### src/rtl/apb_mem_pkg.sv
// apb_mem_pkg: shared widths, SRAM strobe polarities and arbiter FSM states
// for the APB / host SRAM arbiter and its round-robin helper.
package apb_mem_pkg;

    localparam int ADDR_W_DEF = 8;
    localparam int DATA_W_DEF = 16;

    // The SRAM macro uses active-low chip and write enables
    localparam logic CE_ON  = 1'b0;
    localparam logic CE_OFF = 1'b1;
    localparam logic WE_ON  = 1'b0;
    localparam logic WE_OFF = 1'b1;

    typedef enum logic [1:0] {
        ST_IDLE       = 2'd0,
        ST_APB_ISSUE  = 2'd1,
        ST_APB_RESP   = 2'd2,
        ST_HOST_ISSUE = 2'd3
    } arbState_t;

    // Map a "this access is a write" flag onto the SRAM WEn level
    function automatic logic weLevel(input logic isWrite);
        return isWrite ? WE_ON : WE_OFF;
    endfunction

endpackage

### src/rtl/apb_sram_arbiter_rr_arb2.sv
// rr_arb2: two-way round-robin arbiter between the APB port and the host port.
// The pointer names the requester that wins the next tie and only moves when
// both sides actually contended, so a lone requester never disturbs fairness.
module rr_arb2 #(
    parameter bit APB_FIRST = 1'b1
) (
    input  logic clock,
    input  logic resetN,
    input  logic i_evaluate,
    input  logic i_reqApb,
    input  logic i_reqHost,
    output logic o_gntApb,
    output logic o_gntHost
);

    logic r_ptrApb;

    // Grant the single requester, or on a tie the one the pointer favours
    always_comb begin
        o_gntApb  = i_evaluate & i_reqApb  & (~i_reqHost | r_ptrApb);
        o_gntHost = i_evaluate & i_reqHost & (~i_reqApb  | ~r_ptrApb);
    end

    // After a tie the pointer moves to the loser so the next tie goes the other way
    always_ff @(posedge clock or negedge resetN) begin
        if (!resetN) begin
            r_ptrApb <= APB_FIRST;
        end else if (i_evaluate && i_reqApb && i_reqHost) begin
            r_ptrApb <= o_gntHost;
        end
    end

endmodule

### src/rtl/apb_sram_arbiter.sv
// apb_sram_arbiter: shares one single-port synchronous SRAM between an APB
// slave port and a req/gnt host port. SRAM strobes are registered, so an APB
// access takes one wait state; out-of-range APB addresses answer with PSLERR
// without touching the SRAM. The host may be granted on consecutive cycles.
module apb_sram_arbiter
    import apb_mem_pkg::*;
#(
    parameter int ADDR_W    = ADDR_W_DEF,
    parameter int DATA_W    = DATA_W_DEF,
    parameter bit APB_FIRST = 1'b1
) (
    input  logic              clock,
    input  logic              resetN,
    input  logic              PSel,
    input  logic              PEnable,
    input  logic              PWrite,
    input  logic [ADDR_W:0]   PAddress,
    input  logic [DATA_W-1:0] PWData,
    output logic [DATA_W-1:0] PRData,
    output logic              PReady,
    output logic              PSLERR,
    input  logic              host_req,
    input  logic              host_we,
    input  logic [ADDR_W-1:0] host_addr,
    input  logic [DATA_W-1:0] host_wdata,
    output logic              host_gnt,
    output logic              host_rvalid,
    output logic [DATA_W-1:0] host_rdata,
    output logic [ADDR_W-1:0] A,
    output logic [DATA_W-1:0] D,
    output logic              WEn,
    output logic              CEn,
    input  logic [DATA_W-1:0] Q
);

    arbState_t         r_state;
    arbState_t         w_nextState;
    logic              w_decide;
    logic              w_apbReq;
    logic              w_apbOor;
    logic              w_gntApb;
    logic              w_gntHost;
    logic              r_apbPend;
    logic              r_apbErr;
    logic              r_hostRd;
    logic              r_rvalid;
    logic              r_cen;
    logic              r_wen;
    logic [ADDR_W-1:0] r_addr;
    logic [DATA_W-1:0] r_data;

    // Arbitration only happens when the SRAM is free for a new access: from
    // IDLE, or right after a host strobe so the host can stream back-to-back.
    // A setup phase that loses arbitration stays pending through the access
    // phase; dropping PSel discards it.
    assign w_decide = (r_state == ST_IDLE) || (r_state == ST_HOST_ISSUE);
    assign w_apbReq = PSel & (~PEnable | r_apbPend);
    assign w_apbOor = PAddress[ADDR_W];

    rr_arb2 #(
        .APB_FIRST (APB_FIRST)
    ) u_rrArb (
        .clock      (clock),
        .resetN     (resetN),
        .i_evaluate (w_decide),
        .i_reqApb   (w_apbReq),
        .i_reqHost  (host_req),
        .o_gntApb   (w_gntApb),
        .o_gntHost  (w_gntHost)
    );

    // Remember an APB setup that lost to the host until it is served or abandoned
    always_ff @(posedge clock or negedge resetN) begin
        if (!resetN) begin
            r_apbPend <= 1'b0;
        end else if (!PSel || w_gntApb) begin
            r_apbPend <= 1'b0;
        end else if (w_decide && w_apbReq) begin
            r_apbPend <= 1'b1;
        end
    end

    // FSM state register
    always_ff @(posedge clock or negedge resetN) begin
        if (!resetN) begin
            r_state <= ST_IDLE;
        end else begin
            r_state <= w_nextState;
        end
    end

    // FSM next state: out-of-range APB requests skip the SRAM and answer at once
    always_comb begin
        w_nextState = r_state;
        case (r_state)
            ST_IDLE, ST_HOST_ISSUE: begin
                if (w_gntApb) begin
                    w_nextState = w_apbOor ? ST_APB_RESP : ST_APB_ISSUE;
                end else if (w_gntHost) begin
                    w_nextState = ST_HOST_ISSUE;
                end else begin
                    w_nextState = ST_IDLE;
                end
            end
            ST_APB_ISSUE: w_nextState = ST_APB_RESP;
            ST_APB_RESP:  w_nextState = ST_IDLE;
            default:      w_nextState = ST_IDLE;
        endcase
    end

    // FSM outputs: APB response in APB_RESP, host grant pulse in HOST_ISSUE
    always_comb begin
        PReady   = (r_state == ST_APB_RESP);
        PSLERR   = (r_state == ST_APB_RESP) && r_apbErr;
        PRData   = ((r_state == ST_APB_RESP) && !r_apbErr) ? Q : '0;
        host_gnt = (r_state == ST_HOST_ISSUE);
    end

    // Registered SRAM strobes, loaded on the edge that grants an access so
    // the strobe lines up with the ISSUE state; CEn drops back otherwise
    always_ff @(posedge clock or negedge resetN) begin
        if (!resetN) begin
            r_cen    <= CE_OFF;
            r_wen    <= WE_OFF;
            r_addr   <= '0;
            r_data   <= '0;
            r_apbErr <= 1'b0;
            r_hostRd <= 1'b0;
        end else begin
            r_cen <= CE_OFF;
            r_wen <= WE_OFF;
            if (w_gntApb) begin
                r_apbErr <= w_apbOor;
                if (!w_apbOor) begin
                    r_cen  <= CE_ON;
                    r_wen  <= weLevel(PWrite);
                    r_addr <= PAddress[ADDR_W-1:0];
                    r_data <= PWData;
                end
            end else if (w_gntHost) begin
                r_cen    <= CE_ON;
                r_wen    <= weLevel(host_we);
                r_addr   <= host_addr;
                r_data   <= host_wdata;
                r_hostRd <= ~host_we;
            end
        end
    end

    // Host read data arrives the cycle after the read strobe, whatever the FSM does next
    always_ff @(posedge clock or negedge resetN) begin
        if (!resetN) begin
            r_rvalid <= 1'b0;
        end else begin
            r_rvalid <= (r_state == ST_HOST_ISSUE) && r_hostRd;
        end
    end

    assign CEn         = r_cen;
    assign WEn         = r_wen;
    assign A           = r_addr;
    assign D           = r_data;
    assign host_rvalid = r_rvalid;
    assign host_rdata  = Q;

endmodule
### config.mk
export PLATFORM = sky130hd
export DESIGN_NAME = apb_sram_arbiter
export DESIGN_NICKNAME = d
export VERILOG_FILES = /design/src/rtl/apb_mem_pkg.sv /design/src/rtl/apb_sram_arbiter_rr_arb2.sv /design/src/rtl/apb_sram_arbiter.sv
export SDC_FILE = /design/constraint.sdc
export NUM_CORES = 1
export LEC_CHECK = 0
export BUFFER_PORTS_ARGS = -buffer_cell sky130_fd_sc_hd__buf_2
export CAP_MARGIN = 5
export CORE_AREA = 2 2 64 79
export DETAILED_ROUTE_END_ITERATION = 8
export DIE_AREA = 0 0 66 81
export GPL_ROUTABILITY_DRIVEN = 0
export PLACE_DENSITY = 0.88
export SYNTH_ARGS = -nofsm -noshare
export SYNTH_HDL_FRONTEND = slang
export SYNTH_SLANG_ARGS = --single-unit
export TNS_END_PERCENT = 10
### constraint.sdc
create_clock -name clock -period 3.6 [get_ports clock]
set_input_delay 0.54 -clock clock [delete_from_list [all_inputs] [get_ports clock]]
set_output_delay 0.54 -clock clock [all_outputs]
set_load 0.005 [all_outputs]
==> results of run 1 <==
[cell type report]
type	instances	area [um2]
timing repair buffer	135	681
clock inverter	3	65.1
fill	421	2190
tap	60	75.1
clock buffer	5	68.8
inverter	5	18.8
sequential	33	830
multi-input combinational	96	762
[layout by cell type (no fill, tap or decap), types with 2 or more instances in the layout]
cell type,n
bufinv_16,2
nor2b_1,2
nand2b_1,25
o221a_1,18
nand3_1,2
o221a_2,6
nand2_1,2
dfrtp_1,30
buf_2,133
inv_1,5
dfstp_2,3
nand4_1,2
clkbuf_8,5
nor2_1,4
ha_1,3
buf_4,2
and2_1,18
o21ai_0,3
[power groups by stage]
stage	logic, uW	registers, uW	clock network [uW]
2_1_floorplan	521	667	0
3_3_place_gp	797	666	0
3_5_place_dp	835	666	0
4_1_cts	829	672	424
5_1_grt	913	694	436
6_report	814	672	417
[routing by layer]
| metal | up-vias | share of wire [%] | GRT usage [%] |
|---|---|---|---|
| met5 | - | 0 | 0 |
| met4 | 0 | 2.0 | 6.94 |
| met3 | 9 | 9.0 | 3.05 |
| met2 | 93 | 51 | 29.9 |
| met1 | 734 | 38 | 17.4 |
| li1 | 778 | - | - |
[critical path, cell delays in order (launching register included)]
cell and delay (ns):
dfrtp_1 0.40, inv_1 0.06, ha_1 0.16, nor2b_1 0.55, and2_1 0.22, buf_2 0.11
[cell families (layout without fill, tap and decap cells)]
logic type	count (synthesis)	in the layout	share of synthesized area (%)
AND/OR/NAND/NOR	58	58	20.4
adder cells (fa/ha/maj)	3	3	2.11
flip-flops	33	33	46.6
AO/OA/AOI/OAI	33	33	19.2
multiplexers	1	1	0.632
buffers and inverters	29	148	10.7
XOR/XNOR	1	1	0.492
[state kept, by name, summed over array words and instances, names as in the netlist]
register and cells:
A 8, CEn 1, D 16, WEn 1, host_rvalid 1, r_apbErr 1
r_apbPend 1, r_hostRd 1, r_state 2, u_rrArb.r_ptrApb 1
[synthesized netlist by cell type (all sizes together), types with 2 or more instances]
master | n | area [um2]
nor2b | 3 | 21.3
nand3 | 2 | 10.0
o211ai | 2 | 28.8
ha | 3 | 37.5
dfstp | 3 | 78.8
nand4 | 2 | 12.5
dfrtp | 30 | 751
and2 | 18 | 113
nor2 | 4 | 15.0
o221a | 24 | 270
o21ai | 4 | 23.8
nand2b | 25 | 156
buf | 23 | 168
nand2 | 3 | 13.8
inv | 5 | 18.8
[worst max-delay path by stage]
stage | cells past startpoint | start | slack (ns) | to
CTS | 5 | r_state[0] | 1.19 | PRData[13]
detailed placement | 5 | r_state[0] | 1.35 | A[1]
finish | 5 | r_state[0] | 1.26 | PRData[4]
global route | 5 | r_state[0] | 1.08 | PRData[0]
global placement | 5 | r_state[0] | 1.47 | D[14]
floorplan | 5 | r_state[0] | 1.83 | PRData[10]
[stage by stage]
step           total power (uW)  util (%)  setup WS (ns)  area (um2)  hold slack (ns)
2_1_floorplan              1190         -           1.83        1780            0.244
3_3_place_gp               1460      50.4           1.47        2370            0.462
3_5_place_dp               1500      50.4           1.35        2370            0.464
4_1_cts                    1930      53.3           1.19        2500            0.323
5_1_grt                    2040      53.3           1.08        2500            0.366
6_report                   1900      53.3           1.26        2500            0.298
==> results.yml, run 1 <==
timing:
  timing.fmax_mhz: 427
  setup_tns_ns: 0
  max_slew_margin_pct: 34.6
  finalSetupViolations: 0
  min_period_ns: 2.34
  slew_viol_final: 0
  rsz0062_at_grt: "false"
  worst_pin_slew_ns: 0.981
  fin_crit_sh_pct: 65.0
  finalHoldViolCount: 0
  worst_clock_skew_ns: 0.00951
floorplanning:
  start_util_pct: 38.0
  core_um2: 4690
  ios: 134
  die_h_um: 81
  fp.dieArea_um2: 5350
  die_w_um: 66
  placementRows: 28
worst_setup_path:
  r2r-end: "A[6]"
  start_kind: "register"
  cp.arrival_ns: 1.80
  r2r_slack_ns: 1.37
  required_ns: 3.06
  crit_fanout: 16
  r2r_cells: 5
  critPathKind: "reg2out"
  end_kind: "output pin"
  r2r-start: "r_state[0]"
cells_and_area:
  fin_nets: 351
  drive_above_1_share_pct: 57.0
  antenna_cells: 0
  area_growth_pct: 40.3
  fin_cells: 337
synthesis:
  syn_area_per_cell_um2: 11.3
  synth_top_flop_cell: "dfrtp_1"
  yosysUniqueCellTypes: 29
  synth_sequential_area_ratio_pct: 46.6
  syn_nets: 233
  synthArstFlopShare_pct: 100
  synth_edf_count: 0
  syn_area_um2: 1780
  synth.ff_latch_count: 33
  syn_inst: 158
  ys_warn_count: 0
clocking:
  htreeDepth: 2
  insertion_delay_ns: 0.29
  ctsResizeCount: 0
  cts_max_path_buffers: 2
  root_buffer: "clkbuf_8"
  cts_buffers: 5
  cts_hold_buf: 0
  clk_pin_slew_worst_paths_ns: 0.07
  cts_sinks: 33
  cts_tree: "done"
  post_cts_buffers: 0
global_route:
  antenna_found_initial: 0
  grt_pass1_vias: 1514
  grt_max_degree: 34
  grt_remaining_overflow: 0
  grt_usage_pct: 16.0
  grt_pass1_wl_mm: 6.57
routing:
  drc: 0
  vias: 1614
  drt_wl_total_mm: 4.33
  drtIter0Drc: 24
  vias_per_cell: 4.79
  wire_per_inst_um: 12.8
  dr.pass1.iters: 4
  ant_nets: 0
placed_design:
  port_buffers: 133
  dp_hpwl_mm: 3.35
  dp.cells: 329
pwr:
  switching_share_pct: 33.7
  cellLeakagePower_uw: 0.00123
  combPwrFrac_pct: 42.8
  seqPwrFrac_pct: 35.3
  power_density_nw_per_um2: 761
  p_int_uw: 1260
  vdd_drop_max_mv: 0.375
  p_switching_uw: 640
  p_clk_share_pct: 21.9
min_path:
  hold_class: "in2async"
status:
  status: "finished, final reports clean"
flow_run:
  drv_cap: 0
Power figures use the tool's default switching activity.
==> run 2: changes to the inputs <==
- ABC_AREA: default -> 1
- CORE_AREA: 2 2 64 79 -> 2 2 70 86
- DIE_AREA: 0 0 66 81 -> 0 0 72 88
- PLACE_DENSITY: 0.88 -> 0.86
- clock period: 3.6 -> 2.1 ns (I/O delays scaled with it)
==> run 2 against run 1 <==
Against the previous run: critical path depth unchanged; via count grew 38%; routed wire length increased by 34%; sequential cell count stayed put; count of clock-buffer cells in the layout grew 2; final cell count rose by 36%; non-clock buffer count is 2 higher; largest cell class is now multi-input gates; highest routed layer unchanged.
==> results.yml, run 2 <==
timing:
  fin_crit_sh_pct: 92.8
  finalHoldViolCount: 0
  timing.fmax_mhz: 513
  rsz0062_at_grt: "false"
  setup_tns_ns: 0
  worst_pin_slew_ns: 0.722
  worst_clock_skew_ns: 0.0114
  slew_viol_final: 0
  max_slew_margin_pct: 51.9
  finalSetupViolations: 0
  min_period_ns: 1.95
clocking:
  clk_pin_slew_worst_paths_ns: 0.07
  insertion_delay_ns: 0.28
  cts_sinks: 33
  ctsResizeCount: 0
  root_buffer: "clkbuf_8"
  cts_hold_buf: 0
  htreeDepth: 2
  cts_tree: "done"
  cts_buffers: 5
  post_cts_buffers: 0
  cts_max_path_buffers: 2
routing:
  drt_wl_total_mm: 5.81
  drtIter0Drc: 135
  vias_per_cell: 4.87
  wire_per_inst_um: 12.6
  drc: 0
  vias: 2235
  ant_nets: 0
  dr.pass1.iters: 4
floorplanning:
  placementRows: 30
  core_um2: 5520
  fp.dieArea_um2: 6340
  die_w_um: 72
  start_util_pct: 37.8
  ios: 134
  die_h_um: 88
pwr:
  cellLeakagePower_uw: 0.00174
  p_clk_share_pct: 18.0
  switching_share_pct: 41.7
  seqPwrFrac_pct: 33.1
  p_switching_uw: 1410
  power_density_nw_per_um2: 1230
  combPwrFrac_pct: 48.9
  p_int_uw: 1970
  vdd_drop_max_mv: 0.743
cells_and_area:
  antenna_cells: 0
  largest_reg_flops: 16
  drive_above_1_share_pct: 39.5
  layout_commonest_cell: "buf_2"
  stdcell_area_um2: 2740
  final_cell_mix: "133 x buf_2, 103 x nand2_1, 30 x dfrtp_1, 30 x inv_1"
  area_growth_pct: 31.3
  fin_nets: 469
synthesis:
  syn_nets: 358
  synthArstFlopShare_pct: 100
  synth_common_cells: "103 x nand2_1, 30 x dfrtp_1, 30 x inv_1, 24 x nand3_1, 24 x nand4_1"
  yosys.area.top_type: "dfrtp_1"
  syn_inst: 283
  syn_area_per_cell_um2: 7.38
  synth_most_common_cell: "nand2_1"
  synthTopCellsByArea: "dfrtp_1 36%, nand2_1 19%, nand4_1 7.2%"
  ys_warn_count: 0
  synth_top_flop_cell: "dfrtp_1"
  yosysUniqueCellTypes: 22
  syn_area_um2: 2090
  synth_edf_count: 0
  synth_sequential_area_ratio_pct: 39.7
  synth_top_area_share_pct: 35.9
  synth.ff_latch_count: 33
global_route:
  grt_remaining_overflow: 0
  grt_max_degree: 34
  grt_pass1_vias: 1966
  antenna_found_initial: 0
  grt_usage_pct: 18.1
  grt_pass1_wl_mm: 8.96
flow_run:
  drv_cap: 0
worst_setup_path:
  crit_fanout: 16
  cp_slowest_cell: "dfrtp_1"
  path_buf_inv: 2
  cp_slowest_stage_delay_ns: 0.41
  start_kind: "register"
  critPathKind: "reg2out"
  cp_cell_sequence: "inv_1 > ha_1 > nand2_1 > nor2_1 > buf_2"
  required_ns: 1.78
  end_kind: "output pin"
  critPathTopFamily: "simple AND/OR/NAND/NOR gates"
  cp.arrival_ns: 1.63
placed_design:
  dp_hpwl_mm: 4.44
  place_area_um2: 2630
  port_buffers: 133
min_path:
  hold_class: "in2async"
status:
  status: "finished, final reports clean"
run 2: cell count changes after synthesis, sizes merged, moves of 3 or more:
cell | before | now
o221a | 24 | 0
and2 | 18 | 0
nand4 | 2 | 25
nor2 | 4 | 17
inv | 5 | 30
nand3 | 2 | 25
nand2 | 3 | 110
nor2b | 3 | 0
buf | 23 | 32
nand2b | 25 | 0
run 2: worst reg2reg max path, stage by stage, from the launching register on:
cell and delay [ns]:
dfrtp_1 0.39, inv_1 0.06, ha_1 0.37, buf_4 0.26, nand3_4 0.29, nand2_1 0.14, nand2_1 0.07, nand2_1 0.06
nand2_1 0.05
run 2: layer usage:
metal / vias to the layer above / global-route usage (%) / wire length, um
met3: 2 / 4.26 / 550
met1: 1015 / 20.1 / 2110
met4: 0 / 3.43 / 17
met5: - / 0 / 0
met2: 121 / 34.9 / 3130
li1: 1097 / - / -
run 2: power groups by stage:
stage / Clock, uW / Sequential, uW / Combinational [uW]
global placement: 0 / 1120 / 1600
finish: 610 / 1120 / 1650
global route: 646 / 1150 / 1880
floorplan: 0 / 1120 / 1150
detailed placement: 0 / 1130 / 1680
CTS: 615 / 1120 / 1680
run 2: cells by family after synthesis:
logic type | count (synthesis) | synth area share [%]
AND/OR/NAND/NOR | 177 | 39.8
flip-flops | 33 | 39.7
AO/OA/AOI/OAI | 7 | 1.86
adder cells (fa/ha/maj) | 3 | 1.80
buffers and inverters | 63 | 16.8
run 2: through the flow:
| step | cells | total power (uW) | util [%] | setup WS, ns | hold slack (ns) |
|---|---|---|---|---|---|
| 2_1_floorplan | 283 | 2270 | - | 0.632 | 0.0194 |
| 3_3_place_gp | 451 | 2720 | 47.6 | 0.398 | 0.399 |
| 3_5_place_dp | 451 | 2810 | 47.6 | 0.312 | 0.413 |
| 4_1_cts | 459 | 3420 | 49.7 | 0.110 | 0.116 |
| 5_1_grt | 459 | 3680 | 49.7 | 0.0384 | 0.145 |
| 6_report | 459 | 3390 | 49.7 | 0.150 | 0.0940 |
run 2: cell type report:
cell class | count | area [um2]
Tap cell | 64 | 80.1
Sequential cell | 33 | 830
Clock inverter | 1 | 30.0
Timing Repair Buffer | 137 | 696
Fill cell | 563 | 2780
Clock buffer | 7 | 86.3
Inverter | 30 | 113
Multi-Input combinational cell | 187 | 908
run 2: worst paths after layout:
path | from | to | slack (ns) | depth (start not counted)
max | r_state[0] | PRData[2] | 0.15 | 5
min | resetN | A[7] | 0.09 | 1
max reg2reg | r_state[0] | D[8] | 0.31 | 8
min reg2reg | r_hostRd | host_rvalid | 0.49 | 2
max in group asynchronous | resetN | D[9] | 1.54 | 1
min in group clock | PWrite | WEn | 0.19 | 2
